==> config.mk <==
export PLATFORM = sky130hd
export DESIGN_NAME = mult_div_unit
export DESIGN_NICKNAME = d
export VERILOG_FILES = /design/src/rtl/mult_div_pkg.sv /design/src/rtl/mdu_step.sv /design/src/rtl/mult_div_unit.sv
export SDC_FILE = /design/constraint.sdc
export NUM_CORES = 1
export LEC_CHECK = 0
export ABC_CLOCK_PERIOD_IN_PS = 6400
export CORE_MARGIN = 2
export CORE_UTILIZATION = 61
export CTS_BUF_LIST = sky130_fd_sc_hd__clkbuf_4 sky130_fd_sc_hd__clkbuf_8
export DETAILED_ROUTE_END_ITERATION = 16
export PLACE_DENSITY = 0.85
export SKIP_LAST_GASP = 1
export SLEW_MARGIN = 40
export SYNTH_ARGS = -nofsm -noshare
export SYNTH_HDL_FRONTEND = slang
export SYNTH_SLANG_ARGS = --single-unit
==> constraint.sdc <==
create_clock -name clk -period 6.4 [get_ports clk]
set_input_delay 0.64 -clock clk [delete_from_list [all_inputs] [get_ports clk]]
set_output_delay 0.64 -clock clk [all_outputs]
set_load 0.02 [all_outputs]
==> src/rtl/mult_div_pkg.sv <==
// Shared definitions for the iterative multiply/divide unit: op encodings and FSM states.
package mult_div_pkg;

    localparam int   OP_DIV_BIT    = 0;
    localparam int   OP_SIGNED_BIT = 1;
    localparam logic OP_MULT       = 1'b0;
    localparam logic OP_DIV        = 1'b1;

    typedef enum logic [1:0] {
        ST_IDLE,
        ST_CALC,
        ST_FIX,
        ST_DONE
    } state_t;

endpackage

==> src/rtl/mdu_step.sv <==
// One radix-2 iteration: shift-add for multiply, restoring shift-subtract for divide.
module mdu_step #(
    parameter int WIDTH = 32
) (
    input  logic               is_div_i,
    input  logic [2*WIDTH:0]   acc_i,
    input  logic [WIDTH-1:0]   operand_i,
    output logic [2*WIDTH:0]   acc_o
);

    logic [WIDTH:0]   sum;
    logic [WIDTH:0]   shifted_rem;
    logic [WIDTH+1:0] diff;

    // Multiply layout {carry, hi, lo}; divide layout {rem[W:0], quotient[W-1:0]}.
    always_comb begin
        // NOTE: every combinational output gets a default first so no path can infer a latch.
        acc_o       = acc_i;
        sum         = {1'b0, acc_i[2*WIDTH-1:WIDTH]} + {1'b0, (acc_i[0] ? operand_i : '0)};
        shifted_rem = acc_i[2*WIDTH-1:WIDTH-1];
        diff        = {1'b0, shifted_rem} - {2'b00, operand_i};
        if (is_div_i) begin
            if (diff[WIDTH+1])
                acc_o = {shifted_rem, acc_i[WIDTH-2:0], 1'b0};
            else
                acc_o = {diff[WIDTH:0], acc_i[WIDTH-2:0], 1'b1};
        end else begin
            acc_o = {1'b0, sum, acc_i[WIDTH-1:1]};
        end
    end

endmodule

==> src/rtl/mult_div_unit.sv <==
// Multi-cycle signed/unsigned multiply-divide unit feeding the CPU HI/LO registers.
module mult_div_unit
    import mult_div_pkg::*;
#(
    parameter int WIDTH = 32
) (
    input  logic             clk,
    input  logic             reset,
    input  logic             start,
    input  logic [1:0]       op,
    input  logic [WIDTH-1:0] a,
    input  logic [WIDTH-1:0] b,
    output logic [WIDTH-1:0] hi,
    output logic [WIDTH-1:0] lo,
    output logic             busy,
    output logic             done,
    output logic             div_zero
);

    localparam int AW = 2 * WIDTH + 1;
    localparam int CW = $clog2(WIDTH + 1);
    localparam logic [WIDTH-1:0]   ONE_W  = {{(WIDTH-1){1'b0}}, 1'b1};
    localparam logic [2*WIDTH-1:0] ONE_2W = {{(2*WIDTH-1){1'b0}}, 1'b1};

    state_t           state_q;
    logic [AW-1:0]    acc_q;
    logic [AW-1:0]    acc_d;
    logic [WIDTH-1:0] opnd_q;
    logic [CW-1:0]    cnt_q;
    logic             is_div_q;
    logic             neg_lo_q;
    logic             neg_hi_q;
    logic             dz_pend_q;
    logic [WIDTH-1:0] hi_q;
    logic [WIDTH-1:0] lo_q;
    logic             busy_q;
    logic             done_q;
    logic             div_zero_q;

    logic             a_neg;
    logic             b_neg;
    logic             op_is_div;
    logic [WIDTH-1:0] a_mag;
    logic [WIDTH-1:0] b_mag;
    logic [2*WIDTH-1:0] prod_fix;
    logic [WIDTH-1:0] quo_fix;
    logic [WIDTH-1:0] rem_fix;
    logic [WIDTH-1:0] hi_d;
    logic [WIDTH-1:0] lo_d;

    mdu_step #(.WIDTH(WIDTH)) u_step (
        .is_div_i  (is_div_q),
        .acc_i     (acc_q),
        .operand_i (opnd_q),
        .acc_o     (acc_d)
    );

    // Iterations run on magnitudes; the most-negative value's magnitude still fits unsigned.
    always_comb begin
        op_is_div = (op[OP_DIV_BIT] == OP_DIV);
        a_neg     = op[OP_SIGNED_BIT] & a[WIDTH-1];
        b_neg     = op[OP_SIGNED_BIT] & b[WIDTH-1];
        a_mag     = a_neg ? (~a + ONE_W) : a;
        b_mag     = b_neg ? (~b + ONE_W) : b;

        prod_fix  = neg_lo_q ? (~acc_q[2*WIDTH-1:0] + ONE_2W) : acc_q[2*WIDTH-1:0];
        quo_fix   = neg_lo_q ? (~acc_q[WIDTH-1:0] + ONE_W) : acc_q[WIDTH-1:0];
        rem_fix   = neg_hi_q ? (~acc_q[2*WIDTH-1:WIDTH] + ONE_W) : acc_q[2*WIDTH-1:WIDTH];
        hi_d      = is_div_q ? rem_fix : prod_fix[2*WIDTH-1:WIDTH];
        lo_d      = is_div_q ? quo_fix : prod_fix[WIDTH-1:0];
    end

    always_ff @(posedge clk) begin
        // NOTE: sequential state uses non-blocking assignments so every register sees pre-edge values.
        if (!reset) begin
            state_q    <= ST_IDLE;
            acc_q      <= '0;
            opnd_q     <= '0;
            cnt_q      <= '0;
            is_div_q   <= 1'b0;
            neg_lo_q   <= 1'b0;
            neg_hi_q   <= 1'b0;
            dz_pend_q  <= 1'b0;
            hi_q       <= '0;
            lo_q       <= '0;
            busy_q     <= 1'b0;
            done_q     <= 1'b0;
            div_zero_q <= 1'b0;
        end else begin
            done_q <= 1'b0;
            unique case (state_q)
                ST_IDLE: begin
                    if (start) begin
                        is_div_q   <= op_is_div;
                        acc_q      <= {{(WIDTH+1){1'b0}}, (op_is_div ? a_mag : b_mag)};
                        opnd_q     <= op_is_div ? b_mag : a_mag;
                        neg_lo_q   <= a_neg ^ b_neg;
                        neg_hi_q   <= op_is_div ? a_neg : (a_neg ^ b_neg);
                        dz_pend_q  <= op_is_div && (b == '0);
                        div_zero_q <= 1'b0;
                        cnt_q      <= CW'(WIDTH);
                        busy_q     <= 1'b1;
                        state_q    <= ST_CALC;
                    end
                end
                ST_CALC: begin
                    // A zero divisor skips the iterations and leaves hi/lo untouched.
                    if (dz_pend_q) begin
                        dz_pend_q  <= 1'b0;
                        div_zero_q <= 1'b1;
                        done_q     <= 1'b1;
                        busy_q     <= 1'b0;
                        cnt_q      <= '0;
                        state_q    <= ST_DONE;
                    end else if (cnt_q != '0) begin
                        acc_q <= acc_d;
                        cnt_q <= cnt_q - CW'(1);
                    end else begin
                        state_q <= ST_FIX;
                    end
                end
                ST_FIX: begin
                    hi_q    <= hi_d;
                    lo_q    <= lo_d;
                    done_q  <= 1'b1;
                    busy_q  <= 1'b0;
                    state_q <= ST_DONE;
                end
                ST_DONE: begin
                    state_q <= ST_IDLE;
                end
                default: begin
                    state_q <= ST_IDLE;
                end
            endcase
        end
    end

    assign hi       = hi_q;
    assign lo       = lo_q;
    assign busy     = busy_q;
    assign done     = done_q;
    assign div_zero = div_zero_q;

endmodule
# Word-level counts from Yosys, hierarchy flattened
# Index checks and enable logic that the tools add are counted.
dict set report word_totals {
  ff_bits 175
  latch_bits 0
  ram_bits 0
  romBits 0
  output_inout_bits 67
  word_cells 86
  n_memories 0
}
dict set report classes {
  addsub 8
  n_mul 0
  div_mod_pow 0
  order_cmp 0
  n_eq_ne 9
  n_shift 0
  mux 35
  bitwise_logic 8
  reduce_logical 13
}
# op count
set ops {}
lappend ops {{two-way mux 64 bit} 6}
lappend ops {{two-way mux 32 bit} 9}
lappend ops {{adder 32 x 1 -> 32 bit, second input constant} 4}
lappend ops {{inverter 32 bit} 4}
lappend ops {{one-hot mux 64 bit (2 select lines)} 1}
lappend ops {{adder 64 x 1 -> 64 bit, second input constant} 1}
lappend ops {{inverter 64 bit} 1}
lappend ops {{subtractor 33 x 32 -> 34 bit} 1}
lappend ops {{adder 32 x 32 -> 33 bit} 1}
lappend ops {{zero test 32 bit} 1}
lappend ops {{two-way mux 6 bit} 3}
lappend ops {{one-hot mux 6 bit (2 select lines)} 1}
lappend ops {{AND reduction 3 bit} 3}
lappend ops {{inequality test 2 bit, second input constant} 4}
lappend ops {{one-hot mux 2 bit (4 select lines)} 1}
lappend ops {{two-way mux 1 bit} 7}
lappend ops {{two-way mux 2 bit} 3}
lappend ops {{inequality test 3 bit, second input constant} 2}
lappend ops {{one-hot mux 1 bit (2 select lines)} 3}
lappend ops {{AND reduction 2 bit} 3}
lappend ops {{nonzero test 6 bit} 1}
lappend ops {{subtractor 6 x 1 -> 6 bit, second input constant} 1}
lappend ops {{equality test 2 bit, second input constant} 2}
lappend ops {{AND reduction 4 bit} 1}
lappend ops {{other kinds (8)} 9}

# Depth between registers and ports, before layout
dict set report depth {
  depth_word 6
  depth_mapped 14
}

# By module
# Synthesis repeated with hierarchy kept, for this count alone.
dict set report unflattened {
  cells_unflattened 2056
  area_unflattened_um2 15378.5
}
# module n_inst cells_each area_each_um2
set modules_own_cells {}
lappend modules_own_cells {mult_div_unit 1 1367 10640.2}
lappend modules_own_cells {mdu_step 1 689 4738.3}

# Worst setup path after synthesis
# Ideal clock, no wire load.
dict set report synth_timing {
  kind {reg2reg}
  start {register acc_q[0]}
  end {register acc_q[58]}
  arrival_time_ns 2.998
  path_slack_ns 3.280
  stages_incl_launch_ff 13
  period_less_slack_ns 3.120
  cell_sequence {dfxtp_1 inv_1 clkbuf_1 nor2_1 ha_1 a21o_1 a2111oi_0 a21oi_1 o21ai_1 nor4_1 o41ai_1 xnor2_1 a221o_1}
}
dict set report synth_via {
  elab_chain_len 6
}
# item line_no
set synth_rtl {}
lappend synth_rtl {{from (decl)} mult_div_unit.sv:26} ;# logic [AW-1:0] acc_q;
lappend synth_rtl {{from (signal assigned)} mult_div_unit.sv:95} ;# acc_q <= {{(WIDTH+1){1'b0}}, (op_is_div ? a_mag : b_mag)};
lappend synth_rtl {{two-way mux 32 bit} mdu_step.sv:19} ;# sum = {1'b0, acc_i[2*WIDTH-1:WIDTH]} + {1'b0, (acc_i[0] ? operand_i : '0)};
lappend synth_rtl {{adder 32 x 32 -> 33 bit} mdu_step.sv:19}
lappend synth_rtl {{two-way mux 64 bit} mdu_step.sv:22} ;# if (is_div_i) begin
lappend synth_rtl {{two-way mux 64 bit} mult_div_unit.sv:115} ;# end else if (cnt_q != '0) begin
lappend synth_rtl {{two-way mux 64 bit} mult_div_unit.sv:108} ;# if (dz_pend_q) begin
lappend synth_rtl {{one-hot mux 64 bit (2 select lines)} mult_div_unit.sv:91} ;# unique case (state_q)
# Every way passes these cells. The select of a mux whose other input is x is not followed.
# A chain may end at the register's enable or synchronous reset.

# Worst setup path in the final report
dict set report layout_timing {
  start {register acc_q[31]}
  end {register acc_q[60]}
}
dict set report layout_via {
  elab_chain_len 6
}
# item line_no
set layout_rtl {}
lappend layout_rtl {{subtractor 33 x 32 -> 34 bit} mdu_step.sv:21} ;# diff = {1'b0, shifted_rem} - {2'b00, operand_i};
lappend layout_rtl {{two-way mux 64 bit} mdu_step.sv:23} ;# if (diff[WIDTH+1])
lappend layout_rtl {{two-way mux 64 bit} mdu_step.sv:22}
lappend layout_rtl {{two-way mux 64 bit} mult_div_unit.sv:115}
lappend layout_rtl {{two-way mux 64 bit} mult_div_unit.sv:108}
lappend layout_rtl {{one-hot mux 64 bit (2 select lines)} mult_div_unit.sv:91}
# Every way passes these cells. The select of a mux whose other input is x is not followed.

==> flow_summary.ini <==
[status]
status = complete, no violations

[cells_and_area]
seq_area_mm2 = 0.00350
drive_gt1_frac = 0.0526
nets = 2130
final_area_mm2 = 0.0162
synthToLayoutAreaGrowth_pct = 13.2
multi_input_area_mm2 = 0.0101
diodes = 0
n_fill_cell = 2006

[timing]
hold_viol_final = 0
setup_slack_ps = 2600
finalSetupViolCount = 0
setup-tns-final_ps = 0
max_slew_margin = 0.426
clock-skew-final_ps = 26.1
maxSlewViolCount = 0
rsz0062_at_grt = no
fin_crit_sh = 0.594
worst_pin_slew_ps = 855
max_freq_mhz = 263
min_period_ps = 3800

[place]
io_buffers = 135
placed_area_mm2 = 0.0158
dpl.hpwl_um = 35700
place_congestion = 1.03
dp_slack_ps = 2500

[run]
maxCapViolations = 0

[logic_synthesis]
yosysSeqAreaShare = 0.244
synth_ff_type = dfxtp_1
synthDistinctLibCells = 81
synth_most_common_cell = nor2_1
netlist_area_mm2 = 0.0144
yosysWarningCount = 0
synth_top_area_cell = dfxtp_1
syn_nets = 2086
syn_avg_cell_area_um2 = 7.39
synth_area_leaders = dfxtp_1, a21oi_1, ha_1, o21ai_0, nor2_1
synthArstFlopShare = 0
synth_seq_cells = 175
synthCells = 1941
synth_edf_count = 0
synth_top_area_share = 0.244
synth_commonest_cells = nor2_1, a21oi_1, nand2_1

[worst_setup_path]
cp.depth = 13
arrival_ps = 4230
startpoint_type = flop
worstRegToRegCells = 13
worstSetupPathType = flop to flop
critPathRequiredTime_ps = 6830
cp_top_family = compound AO/OA/AOI/OAI gates
max_stage_delay_ps = 540
cp_cell_sequence = inv_1, ha_1, inv_1, fa_1, a211oi_1, o21bai_1, o21ai_0, nand2_1, a221oi_1, o21ai_0, nand4_1, mux2_2, nand4_1
cp_slowest_cell = a221oi_1
cp_max_fo = 4
cp-end-kind = flop
path_buf_inv = 2

[floorplan]
die_y_um = 157
num_rows = 56
die_area_mm2 = 0.0248
coreArea_mm2 = 0.0233
die_x_um = 157
initial_core_util = 0.617
top_level_ports = 136

[grt]
grt_first_pass_wirelength_um = 72000
grt_pass1_vias = 13413
grt_max_degree = 94
grtUsageTotal = 0.371
antenna_found_initial = 0
overflow = 0

[cts]
cts_resized = 0
worstSkewPairLatency_ps = 500
cts_buffer_depth = 2
ctsHtreeMaxLevel = 4
cts_tree = built
clock-root-buffer = clkbuf_8
clk_pin_slew_ps = 110
cts_made_buffers = 17
postCtsSetupBuffers = 0
clkSinkCount = 175
ctsHoldBuffers = 0

[hold_path]
min_delay_path_depth = 2
min_path_type = flop to flop

[routing]
detail_route.drc_violations = 0
routed_wl_um = 47500
viasPerCell = 6.50
wl_per_cell_um = 20.5
dr_total_vias = 15063
drt_pre_antenna_iters = 6
drt_iter0_markers = 1918
ant_nets = 0

[power]
p_leak_nw = 6.18
cellPowerDensity_mw_per_mm2 = 346
vdd_drop_max_mv = 0.195
total_power_mw = 5.61
==> logic make-up (layout without fill, tap and decap cells) <==
| family | after synthesis | count (layout) | synth area share |
|---|---|---|---|
| buf+inv | 201 | 258 | 0.0536 |
| xor+xnor | 174 | 174 | 0.106 |
| compound gates | 652 | 652 | 0.287 |
| fa+ha+maj | 76 | 76 | 0.0673 |
| mux | 54 | 54 | 0.0391 |
| simple gates | 609 | 609 | 0.202 |
| flops | 175 | 175 | 0.244 |
==> layout by cell type (no fill, tap or decap), types with 72 or more instances in the layout <==
cell,n
a211oi_1,72
a21oi_1,185
clkdlybuf4s50_1,134
dfxtp_1,174
ha_1,72
nand2_1,176
nor2_1,213
o21ai_0,167
xnor2_1,84
xor2_1,90
==> path summary, 6_finish.rpt <==
path              startpoint          to  slack, ps
setup / recovery   acc_q[31]   acc_q[60]       2600
hold / removal    opnd_q[15]  opnd_q[15]        460
setup reg to reg   acc_q[31]   acc_q[60]       2600
hold reg to reg   opnd_q[15]  opnd_q[15]        460
==> layout make-up <==
class,count,share of cell area
clock inverter,15,0.0136
timing repair buffer,152,0.0914
sequential,175,0.216
tap,319,0.0246
multi-input combinational,1565,0.623
clock buffer,17,0.0144
inverter,74,0.0171
==> registers in the layout, summed over array words and instances, names as in the netlist <==
register / flops
acc_q: 64
opnd_q: 32
cnt_q: 6
done: 1
neg_hi_q: 1
lo: 32
dz_pend_q: 1
state_q: 2
div_zero: 1
busy: 1
hi: 32
is_div_q: 1
neg_lo_q: 1
==> stage by stage <==
step                      hold slack (ps)  std cells  utilization
final                                 462       2317        0.698
after global routing                  485       2317        0.698
after CTS                             466       2317        0.698
after detailed placement              449       2285        0.678
after global placement                441       2284        0.677
after floorplan                       432       1941            -
==> tightest hold or removal path, delay by kind of cell, from the launching register on <==
kind | cells | cell delay, ps
flip-flops | 1 | 320
AO/OA/AOI/OAI | 1 | 50
AND/OR/NAND/NOR | 1 | 50
==> power by group <==
group          internal [mW]  total (mW)  leakage, nW  switching (mW)
registers               1.36        1.66         1.43           0.303
logic                   1.16        3.08         4.53            1.92
clock network          0.321       0.870        0.222           0.550
==> layer usage <==
layer | track usage | up-vias | routed length, um
met5 | 0 | - | 0
met1 | 0.531 | 7079 | 20700
met4 | 0.125 | 0 | 1340
met3 | 0.0628 | 87 | 4960
met2 | 0.563 | 799 | 20500
li1 | - | 7098 | -
Note: power is estimated with default switching activity, not from simulation.
